**config.mk**
```make
export PLATFORM = sky130hd
export DESIGN_NAME = fxp_dot_accum
export DESIGN_NICKNAME = d
export VERILOG_FILES = /design/src/rtl/fxp_dot_accum.sv
export SDC_FILE = /design/constraint.sdc
export NUM_CORES = 1
export LEC_CHECK = 0
export ABC_AREA = 1
export CORE_MARGIN = 2
export CORE_UTILIZATION = 55
export DETAILED_ROUTE_END_ITERATION = 12
export DONT_BUFFER_PORTS = 1
export GPL_TIMING_DRIVEN = 0
export PLACE_DENSITY = 0.79
export SLEW_MARGIN = 5
export SYNTH_ARGS = -nofsm -noshare
export SYNTH_HDL_FRONTEND = slang
export SYNTH_SLANG_ARGS = --single-unit
```
**constraint.sdc**
```tcl
create_clock -name clk -period 3.15 [get_ports clk]
set_input_delay 0.1575 -clock clk [delete_from_list [all_inputs] [get_ports clk]]
set_output_delay 0.1575 -clock clk [all_outputs]
set_load 0.01 [all_outputs]
```
**src/rtl/fxp_dot_accum.sv**
```systemverilog
// fxp_dot_accum: signed Q8.24 dot-product accumulator with a saturating result.
// Ports:
//   clk, rst_n           clock, async active-low reset
//   start, len           job start and term count (sampled in IDLE only)
//   in_data/valid/ready  product stream from the multiplier
//   out_data/valid/ready result handshake; sat flags a clipped result
//   busy                 high whenever a job is in progress
// Build option: define FXP_DOT_ACCUM_SAT_EN for saturating clip and a live sat;
// without it the result wraps (low DATA_W bits of the accumulator) and sat is 0.
module fxp_dot_accum #(
    parameter int DATA_W    = 32,
    parameter int FRAC_BITS = 24,
    parameter int LEN_W     = 5
) (
    input  logic              clk,
    input  logic              rst_n,
    input  logic              start,
    input  logic [LEN_W-1:0]  len,
    input  logic [DATA_W-1:0] in_data,
    input  logic              in_valid,
    output logic              in_ready,
    output logic [DATA_W-1:0] out_data,
    output logic              out_valid,
    input  logic              out_ready,
    output logic              sat,
    output logic              busy
);

    // LEN_W guard bits hold up to 2^LEN_W-1 full-scale terms without wrapping.
    localparam int ACC_W = DATA_W + LEN_W;

    // The fractional position does not affect an aligned sum; only sanity-check it.
    if (FRAC_BITS < 0 || FRAC_BITS >= DATA_W) begin : g_bad_frac
        $error("fxp_dot_accum: FRAC_BITS must lie in [0, DATA_W)");
    end

    typedef enum logic [1:0] {
        IDLE,
        ACCUM,
        DONE
    } state_t;

    state_t state;

    logic [ACC_W-1:0]  acc;
    logic [ACC_W-1:0]  acc_sum;
    logic [LEN_W-1:0]  count;
    logic [LEN_W-1:0]  len_q;
    logic              take;
    logic              last;
    logic [DATA_W-1:0] res_data;
    logic              res_sat;

    // in_ready is a registered copy of (state == ACCUM).
    assign take    = in_valid && in_ready;
    assign acc_sum = acc + {{LEN_W{in_data[DATA_W-1]}}, in_data};
    assign last    = (count == len_q - LEN_W'(1));

`ifdef FXP_DOT_ACCUM_SAT_EN
    logic [LEN_W:0] hi;
    logic           fits;

    // The sum fits DATA_W iff every bit above the result's sign bit
    // equals that sign bit.
    assign hi   = acc_sum[ACC_W-1:DATA_W-1];
    assign fits = (&hi) || ~(|hi);

    always_comb begin
        res_data = acc_sum[DATA_W-1:0];
        res_sat  = 1'b0;
        if (!fits) begin
            res_sat = 1'b1;
            if (acc_sum[ACC_W-1]) begin
                res_data = {1'b1, {(DATA_W-1){1'b0}}};
            end else begin
                res_data = {1'b0, {(DATA_W-1){1'b1}}};
            end
        end
    end
`else
    assign res_data = acc_sum[DATA_W-1:0];
    assign res_sat  = 1'b0;
`endif

    always_ff @(posedge clk or negedge rst_n) begin
        if (!rst_n) begin
            state     <= IDLE;
            acc       <= '0;
            count     <= '0;
            len_q     <= '0;
            out_data  <= '0;
            out_valid <= 1'b0;
            sat       <= 1'b0;
            in_ready  <= 1'b0;
            busy      <= 1'b0;
        end else begin
            unique case (state)
                IDLE: begin
                    if (start) begin
                        len_q <= len;
                        acc   <= '0;
                        count <= '0;
                        busy  <= 1'b1;
                        if (len == '0) begin
                            state     <= DONE;
                            out_data  <= '0;
                            sat       <= 1'b0;
                            out_valid <= 1'b1;
                        end else begin
                            state    <= ACCUM;
                            in_ready <= 1'b1;
                        end
                    end
                end
                ACCUM: begin
                    if (take) begin
                        acc   <= acc_sum;
                        count <= count + LEN_W'(1);
                        if (last) begin
                            state     <= DONE;
                            in_ready  <= 1'b0;
                            out_data  <= res_data;
                            sat       <= res_sat;
                            out_valid <= 1'b1;
                        end
                    end
                end
                DONE: begin
                    if (out_ready) begin
                        state     <= IDLE;
                        out_valid <= 1'b0;
                        busy      <= 1'b0;
                    end
                end
                default: begin
                    state     <= IDLE;
                    in_ready  <= 1'b0;
                    out_valid <= 1'b0;
                    busy      <= 1'b0;
                end
            endcase
        end
    end

endmodule

```
==> results of run 1 <==
-- sequential cells by signal, summed over array words and instances (netlist names) --
register   cells
len_q          5
out_valid      1
in_ready       1
count          5
busy           1
state          2
acc           32
out_data      32
-- logic make-up (layout without fill, tap and decap cells) --
group / count (synthesis) / count (layout) / share of synthesized area [%]
AOI/OAI and AO/OA: 75 / 75 / 6.81
xor gates and xnor gates: 5 / 5 / 0.761
adders and majority gates: 34 / 34 / 7.52
buffers and inverters: 173 / 195 / 11.8
DFF: 79 / 79 / 34.4
other: 1 / 1 / 0.0652
and+or+nand+nor: 549 / 549 / 38.7
-- layout by cell type (no fill, tap or decap), types with 3 or more instances in the layout --
cell type and instances:
clkbuf_1 3, o21ai_0 43, nor2_1 56, nand2_1 401, nand3_1 46, nand4_1 22, dlygate4sd3_1 7, buf_1 3
o21ai_1 6, nor3_1 9, a21oi_1 23, inv_1 151, and2_1 9, dfrtp_1 79, buf_2 9, clkbuf_8 11
xnor2_1 3, ha_1 33, inv_2 3
-- layer usage --
layer / share of wire [%] / GRT usage (%) / routed length (microns)
met1: 45 / 37.1 / 6790
met2: 47 / 46.5 / 7070
met3: 5.7 / 5.52 / 862
met4: 2.5 / 10.5 / 371
met5: 0 / 0 / 0
-- per-stage QoR --
step,setup slack (ps),area [sq um],util (%)
2_1_floorplan,1230,5750,-
3_3_place_gp,706,5920,57.9
3_5_place_dp,729,5920,57.9
4_1_cts,710,6240,61.0
5_1_grt,466,6240,61.0
6_report,704,6240,61.0
-- power groups by stage --
stage	Combinational, mW	Sequential, mW	Clock, mW
finish	3.30	1.89	0.858
global route	3.82	1.94	0.910
CTS	3.29	1.89	0.870
detailed placement	3.22	1.91	0
global placement	3.16	1.89	0
floorplan	2.51	1.83	0
-- worst max path at each step --
stage	start	endpoint	slack, ps	cells past startpoint
2_1_floorplan	acc[0]	out_data[16]	1230	10
3_3_place_gp	acc[0]	out_data[28]	710	11
3_5_place_dp	acc[0]	out_data[28]	730	11
4_1_cts	acc[0]	acc[16]	710	10
5_1_grt	acc[0]	acc[28]	470	11
6_report	acc[0]	acc[16]	700	10
-- final cells by class --
class                           instances  area share [%]
Tap cell                              136            2.73
Buffer                                 18            1.56
Multi-Input combinational cell        664            49.6
Clock inverter                          3            1.08
Sequential cell                        79            31.7
Inverter                              155            9.34
Clock buffer                           11            2.43
Timing Repair Buffer                    8            1.56
-- critical path: cells and delay by family (launching register included) --
kind / cells / cell delay (ps)
flops: 1 / 350
buf+inv: 1 / 70
simple gates: 5 / 630
compound gates: 2 / 690
fa+ha+maj: 2 / 640
==> flow_metrics.py, run 1 <==
metrics = {
    "run_status": {
        "status": "finished clean",
    },
    "synthesis": {
        "yosys.area.top_type": "dfrtp_1",
        "synth-async-reset-ratio_pct": 100,
        "synth_area_per_cell_sq_um": 6.28,
        "synth-seq-area-share_pct": 34.4,
        "syn_area_sq_um": 5750,
        "synth_fp_nets": 992,
        "synthTopCellsByArea": "dfrtp_1 34%, nand2_1 26%, inv_1 9.8%, ha_1 7.2%, nand3_1 4.0%",
        "synth_top_cell_area_share_pct": 34.4,
        "synth_commonest_cells": "401 x nand2_1, 151 x inv_1, 79 x dfrtp_1",
        "synthCells": 916,
        "synth.distinct_cells": 31,
        "synth_edf_count": 0,
        "synth-main-ff-cell": "dfrtp_1",
        "ys_seq_elements": 79,
        "synth_most_common_cell": "nand2_1",
        "yosysWarningCount": 0,
    },
    "power": {
        "internal_power_mw": 3.08,
        "seq_power_share_pct": 31.2,
        "p_leak_nw": 3.67,
        "pwr-share-comb_pct": 54.6,
        "clock_power_share_pct": 14.2,
        "ir_drop_mv": 0.533,
        "switchingPower_mw": 2.97,
        "finalPower_mw": 6.05,
        "sw_frac_of_total_pct": 49.1,
        "pwr_density_cell_nw_per_um2": 969,
    },
    "sta": {
        "finalClockSkew_ps": 11.1,
        "max_slew_margin_pct": 53.7,
        "tns_ps": 0,
        "setup_viol": 0,
        "finalCriticalPeriod_ps": 2450,
        "grt_setup_unrepaired": "false",
        "hold_viol": 0,
        "whs_ps": 14.7,
        "finalCritPeriodShare_pct": 77.6,
        "max_freq_mhz": 409,
        "slew_violations": 0,
        "tightestPinTransition_ps": 695,
    },
    "floorplanning": {
        "die_w_microns": 106,
        "boundaryPins": 78,
        "rows": 37,
        "start_util_pct": 56.2,
        "die_area_sq_um": 11300,
        "core_sq_um": 10200,
        "die_y_microns": 106,
    },
    "placement": {
        "dpl.hpwl_mm": 11.7,
        "gp_congestion": 0.941,
        "port_buffers": 0,
        "dp.cells": 1052,
    },
    "global_routing": {
        "grt_pass1_vias": 5274,
        "grt_overflow": 0,
        "track_usage_pct": 28.3,
        "grt_pass1_wl_mm": 25.2,
        "grt_max_degree": 80,
        "antenna_found_initial": 0,
    },
    "cts": {
        "clock_latency_ps": 370,
        "cts_setup_buffers": 0,
        "cts_buffer_depth": 2,
        "ctsResizeCount": 0,
        "cts_tree": "built",
        "clock_sinks": 79,
        "h-tree-depth": 3,
        "cts-root-buf": "clkbuf_8",
        "cts_hold_buf": 8,
        "cts.clk_slew.worst_paths_ps": 80,
        "cts_made_buffers": 9,
    },
    "cells_and_area": {
        "fill_cells": 976,
        "nets": 1011,
        "drive_gt1_share_pct": 3.73,
        "syn2layout_area_growth_pct": 8.46,
        "antenna_cells": 0,
        "multi_input_area_sq_um": 3100,
        "fin_cells": 1074,
        "seqCellArea_sq_um": 1980,
    },
    "worst_setup_path": {
        "path_cells": "ha_1 > inv_1 > fa_1 > o21ai_0 > nand2_1 > nand3_1 > nand2_1 > nand3_1 > nand3_1 > o21ai_0",
        "setup.worst_path.class": "reg -> reg",
        "cp_common_cell": "nand3_1",
        "r2r_slack_ps": 700,
        "critPathMaxStageDelay_ps": 510,
        "end_kind": "register",
        "required_ps": 3440,
        "slowest_stage": "o21ai_0",
        "start_kind": "register",
        "timing.rr.start": "acc[0]",
        "worst_ep_arrival_time_ps": 2740,
        "rr_worst_depth": 10,
        "r2r-end": "acc[16]",
        "crit_fanout": 5,
    },
    "routing": {
        "avgRoutedWirePerCell_microns": 14.0,
        "drt_iter0_drc": 284,
        "firstDrtPassIters": 5,
        "vias_per_cell": 5.12,
        "drcViolationCount": 0,
        "vias": 5502,
        "drtAntennaViolNets": 0,
        "wl_mm": 15.1,
    },
    "hold_path": {
        "hold_path.class": "in -> reg",
        "holdPathStages": 2,
        "hold_end": "state[0]",
        "hp-start": "start",
    },
    "flow_run": {
        "maxCapViolCount": 0,
    },
}
No activity file was read; power rests on OpenSTA's default activity.
==> run 2: changes to the inputs <==
clock period = 2.31 ns   (was 3.15 ns; I/O delays follow)
==> run 2 against run 1 <==
Against the previous run:
- core utilization increased by 0.65 points
- register-to-register slack got worse by 570 ps
- maximum frequency increased by 12%
- die area unchanged
- routed wire length increased by 2.2%
- clock power increased by 38%
- largest cell class unchanged
- via count increased by 1.5%
- critical path type unchanged
- combinational power increased by 39%
- largest power group unchanged
- worst hold slack improved by 23 ps
- clock-buffer cell count unchanged
==> flow_metrics.py, run 2 (synthesis results as in run 1) <==
metrics = {
    "cells_and_area": {
        "antenna_cells": 0,
        "fill_cells": 968,
        "fin_area_sq_um": 6310,
        "drive_gt1_share_pct": 4.98,
        "final_cell_mix": "400 x nand2_1, 150 x inv_1, 79 x dfrtp_1",
        "nets": 1016,
        "reg.largest.list": "acc: 32 flops, out_data: 32 flops",
        "final_common_cell": "nand2_1",
        "syn2layout_area_growth_pct": 9.61,
    },
    "power": {
        "internal_power_mw": 4.23,
        "pwr_density_cell_nw_per_um2": 1320,
        "switchingPower_mw": 4.12,
        "pwr-share-comb_pct": 55.1,
        "ir_drop_mv": 0.723,
        "seq_power_share_pct": 30.8,
        "clock_power_share_pct": 14.1,
        "p_leak_nw": 3.70,
        "sw_frac_of_total_pct": 49.3,
        "finalPower_mw": 8.35,
    },
    "routing": {
        "drcViolationCount": 0,
        "vias": 5587,
        "met2_length_mm": 7.25,
        "wl_mm": 15.4,
        "avgRoutedWirePerCell_microns": 14.3,
        "drt_iter0_drc": 304,
        "top_layer_used": "met4",
        "drtAntennaViolNets": 0,
        "wl_met3_microns": 923,
        "vias_per_cell": 5.18,
        "firstDrtPassIters": 5,
        "wl_met1_mm": 6.88,
    },
    "hold_path": {
        "hp-start": "in_data[31]",
        "hold_path.class": "in -> reg",
        "holdPathStages": 4,
    },
    "cts": {
        "cts_made_buffers": 9,
        "cts.clk_slew.worst_paths_ps": 80,
        "h-tree-depth": 3,
        "clock_sinks": 79,
        "cts-root-buf": "clkbuf_8",
        "cts_tree": "built",
        "cts_buffer_depth": 2,
        "clock_latency_ps": 370,
    },
    "run_status": {
        "status": "finished clean",
    },
    "worst_setup_path": {
        "end_kind": "register",
        "crit_fanout": 5,
        "setup.worst_path.class": "reg -> reg",
        "worst_ep_arrival_time_ps": 2470,
        "rr_worst_depth": 10,
        "timing.rr.start": "acc[0]",
        "required_ps": 2600,
        "r2r_slack_ps": 130,
        "crit_start": "acc[0]",
        "start_kind": "register",
    },
    "placement": {
        "dpl.hpwl_mm": 11.7,
        "placed_area_sq_um": 5920,
        "port_buffers": 0,
        "gp_congestion": 0.941,
    },
    "floorplanning": {
        "rows": 37,
        "boundaryPins": 78,
        "die_y_microns": 106,
        "die_area_sq_um": 11300,
        "core_sq_um": 10200,
        "die_w_microns": 106,
        "start_util_pct": 56.2,
    },
    "sta": {
        "finalCriticalPeriod_ps": 2180,
        "tightestPinTransition_ps": 703,
        "max_freq_mhz": 459,
        "grt_setup_unrepaired": "true",
        "hold_viol": 0,
        "setup_viol": 0,
        "slew_violations": 0,
        "max_slew_margin_pct": 53.1,
        "finalClockSkew_ps": 13.5,
        "finalCritPeriodShare_pct": 94.4,
    },
    "global_routing": {
        "grt_overflow": 0,
        "grt_pass1_wl_mm": 25.2,
        "antenna_found_initial": 0,
        "track_usage_pct": 28.4,
        "grt_pass1_vias": 5285,
        "grt_max_degree": 80,
    },
    "flow_run": {
        "maxCapViolCount": 0,
    },
}
==> run 2: changes by cell type in the layout (fill, tap and decap cells not counted), moves of 2 or more <==
| cell | before | now |
|---|---|---|
| buf_4 | 1 | 5 |
| nand3_1 | 46 | 44 |
| o21ai_0 | 43 | 41 |
| nand3_2 | 0 | 2 |
==> run 2: final timing paths <==
path	endpoint
hold / removal	out_data[31]
hold reg to reg	acc[0]
setup / recovery	acc[16]
setup reg to reg	acc[16]
max in group asynchronous	state[1]
min in group asynchronous	out_data[24]
==> run 2: stage by stage <==
step | TNS (ps) | setup WS, ps | utilization [%] | hold WS [ps] | cells
2_1_floorplan | 0 | 386 | - | -180 | 916
3_3_place_gp | -585 | -134 | 57.9 | -178 | 1052
3_5_place_dp | -445 | -111 | 57.9 | -178 | 1052
4_1_cts | 0 | 1.34 | 61.1 | 40.3 | 1075
5_1_grt | -59.8 | -17.0 | 61.6 | 57.8 | 1079
6_report | 0 | 129 | 61.6 | 38.0 | 1079
==> run 2: repair_timing <==
| action | in CTS | in global routing |
|---|---|---|
| hold buffers | 9 | 0 |
| gates cloned | 0 | 0 |
| pin swaps | 0 | 3 |
| setup buffers | 0 | 4 |
| endpoints found under the setup margin | 6 | 44 |
| hold endpoints to repair | 87 | 0 |
| resized for setup | 1 | 11 |
==> run 2: power groups by stage <==
stage	clock network, mW	registers (mW)	logic (mW)
CTS	1.19	2.57	4.48
floorplan	0	2.49	3.43
global placement	0	2.58	4.31
finish	1.18	2.57	4.60
detailed placement	0	2.60	4.40
global route	1.24	2.65	5.30
==> run 2: metal layers <==
| layer | vias up | global-route usage, % |
|---|---|---|
| li1 | 2860 | - |
| met1 | 2526 | 37.3 |
| met2 | 176 | 46.6 |
| met3 | 25 | 5.52 |
| met4 | 0 | 10.5 |
| met5 | - | 0 |
==> run 2: critical path, cell delays in order (launching register included) <==
cell and delay [ps]:
dfrtp_1 350, ha_2 220, inv_1 60, fa_1 420
o21ai_2 280, nand2_1 80, nand3_1 200, nand2_1 120
nand3_1 100, nand3_1 100, o21ai_0 180
==> run 2: area by class of cell <==
class                   instances  area, sq um  share of cell area, %
plain buffers                  18          100                   1.59
clock buffers                  11          151                   2.40
clock inverters                 3         67.6                   1.07
inverters                     155          583                   9.24
multi-input cells             664         3120                   49.5
flip-flops and latches         79         1980                   31.3
well taps                     136          170                   2.70
repair buffers                 13          135                   2.14
==> run 3: changes to the inputs <==
CORE_MARGIN = not set   (was 2)
CORE_UTILIZATION = 58   (was 55)
PLACE_DENSITY = 0.83   (was 0.79)
TNS_END_PERCENT = 10   (was not set)
==> run 3 against run 2 <==
Against the previous run:
- via count shrank 0.18%
- clock-buffer cell count shrank 2
- sequential cell count is the same
- first-iteration DRC count grew 7.6%
- sequential share of layout area grew 0.21 points
- core utilization grew 4.9 points
- cell area shrank 0.65%
- worst hold slack gained 5.3 ps
- total power shrank 2.9%
- largest cell class unchanged
==> flow_metrics.py, run 3 (synthesis results as in run 1) <==
metrics = {
    "run_status": {
        "status": "finished clean",
    },
    "worst_setup_path": {
        "worst_ep_arrival_time_ps": 2440,
        "end_kind": "register",
        "crit_start": "acc[0]",
        "crit_fanout": 5,
        "r2r_slack_ps": 130,
        "setup.worst_path.class": "reg -> reg",
        "required_ps": 2570,
        "timing.rr.start": "acc[0]",
        "start_kind": "register",
        "rr_worst_depth": 11,
        "r2r-end": "out_data[28]",
    },
    "power": {
        "p_leak_nw": 3.68,
        "pwr-share-comb_pct": 56.2,
        "internal_power_mw": 3.98,
        "pwr_density_cell_nw_per_um2": 1290,
        "clock_power_share_pct": 12.0,
        "ir_drop_mv": 0.678,
        "seq_power_share_pct": 31.8,
        "sw_frac_of_total_pct": 50.9,
        "switchingPower_mw": 4.13,
    },
    "hold_path": {
        "holdPathStages": 3,
        "hold_path.class": "in -> reg",
        "hold_end": "in_ready",
        "hp-start": "start",
    },
    "routing": {
        "avgRoutedWirePerCell_microns": 13.5,
        "wl_mm": 14.5,
        "drcViolationCount": 0,
        "vias": 5577,
        "drtAntennaViolNets": 0,
        "vias_per_cell": 5.20,
        "firstDrtPassIters": 6,
        "drt_iter0_drc": 327,
    },
    "cells_and_area": {
        "final_cell_mix": "401 x nand2_1, 150 x inv_1, 79 x dfrtp_1",
        "reg.largest.list": "acc: 32 flops, out_data: 32 flops",
        "final_common_cell": "nand2_1",
        "fin_area_sq_um": 6270,
        "nets": 1015,
        "final_util_pct": 66.6,
        "antenna_cells": 0,
        "fill_cells": 848,
        "drive_gt1_share_pct": 4.98,
        "syn2layout_area_growth_pct": 8.89,
    },
    "cts": {
        "cts_tree": "built",
        "cts-root-buf": "clkbuf_8",
        "cts_made_buffers": 9,
        "clock_sinks": 79,
        "cts_buffer_depth": 2,
        "h-tree-depth": 3,
        "cts.clk_slew.worst_paths_ps": 90,
        "clock_latency_ps": 360,
    },
    "floorplanning": {
        "rows": 35,
        "die_y_microns": 102,
        "core_sq_um": 9420,
        "die_w_microns": 102,
        "boundaryPins": 78,
        "die_area_sq_um": 10300,
        "start_util_pct": 61.1,
    },
    "sta": {
        "grt_setup_unrepaired": "false",
        "setup_slack_ps": 130,
        "tightestPinTransition_ps": 647,
        "hold_viol": 0,
        "slew_violations": 0,
        "whs_ps": 43.3,
        "finalCriticalPeriod_ps": 2180,
        "max_slew_margin_pct": 56.9,
        "finalCritPeriodShare_pct": 94.4,
        "max_freq_mhz": 459,
        "tns_ps": 0,
        "setup_viol": 0,
        "finalClockSkew_ps": 11.3,
    },
    "placement": {
        "gp_congestion": 1.00,
        "dpl.hpwl_mm": 11.2,
        "port_buffers": 0,
        "dp_slack_ps": -110,
        "placed_area_sq_um": 5920,
    },
    "global_routing": {
        "grt_max_degree": 80,
        "track_usage_pct": 29.6,
        "grt_overflow": 0,
        "antenna_found_initial": 0,
        "grt_pass1_vias": 5154,
        "grt_pass1_wl_mm": 23.5,
    },
    "flow_run": {
        "maxCapViolCount": 0,
    },
}
[run 3: cell types whose count changed in the layout (fill, tap and decap cells not counted), sizes merged]
| cell | change |
|---|---|
| buf | -2 |
| bufinv | -2 |
| clkbuf | -2 |
| clkinv | +2 |
| clkinvlp | +1 |
| dlygate4sd3 | +1 |
| inv | +3 |
[run 3: worst max path at each step]
stage | end | slack [ps] | cells past startpoint
2_1_floorplan | out_data[16] | 390 | 10
3_3_place_gp | out_data[28] | -80 | 11
3_5_place_dp | out_data[28] | -110 | 11
4_1_cts | out_data[16] | 60 | 10
5_1_grt | acc[24] | 0.7 | 10
6_report | out_data[28] | 130 | 11
[run 3: power by group through the flow]
stage               Combinational [mW]  Sequential [mW]  Clock, mW
finish                            4.56             2.58      0.970
global route                      5.24             2.66       1.05
CTS                               4.44             2.58      0.993
detailed placement                4.35             2.60          0
global placement                  4.27             2.58          0
floorplan                         3.43             2.49          0
[run 3: stage by stage]
stage	total power, mW	instances
floorplan	5.92	916
global placement	6.85	1045
detailed placement	6.96	1045
CTS	8.01	1071
global route	8.94	1073
finish	8.11	1073
[run 3: critical path, cell delays in order, from the launching register on]
cell	delay [ps]
dfrtp_1	350
ha_1	230
inv_1	70
fa_1	420
o21ai_2	280
nand2_1	90
nand3_1	200
nand2_1	150
nand2_1	90
nand2_1	60
nand4_1	80
nand2_1	60
[run 3: timing repair]
item,4_1_cts,5_1_grt
gates resized for setup,1,8
setup buffers,0,2
setup endpoints to repair,8,42
hold endpoints to repair,87,0
hold buffers,10,0
pin swaps,0,3
[run 3: metal layers]
layer | vias to the layer above | GRT usage (%) | routed length (microns)
met4 | 0 | 8.70 | 287
met5 | - | 0 | 0
met1 | 2527 | 38.3 | 6340
met2 | 164 | 49.0 | 6780
met3 | 24 | 7.25 | 1050
li1 | 2862 | - | -
[run 3: layout make-up]
type / count / area (sq um) / share of cell area (%)
Multi-Input combinational cell: 664 / 3140 / 50.0
Sequential cell: 79 / 1980 / 31.5
Inverter: 155 / 583 / 9.31
Tap cell: 129 / 161 / 2.58
Timing Repair Buffer: 12 / 133 / 2.12
Clock buffer: 9 / 124 / 1.98
Buffer: 18 / 97.6 / 1.56
Clock inverter: 7 / 55.1 / 0.879
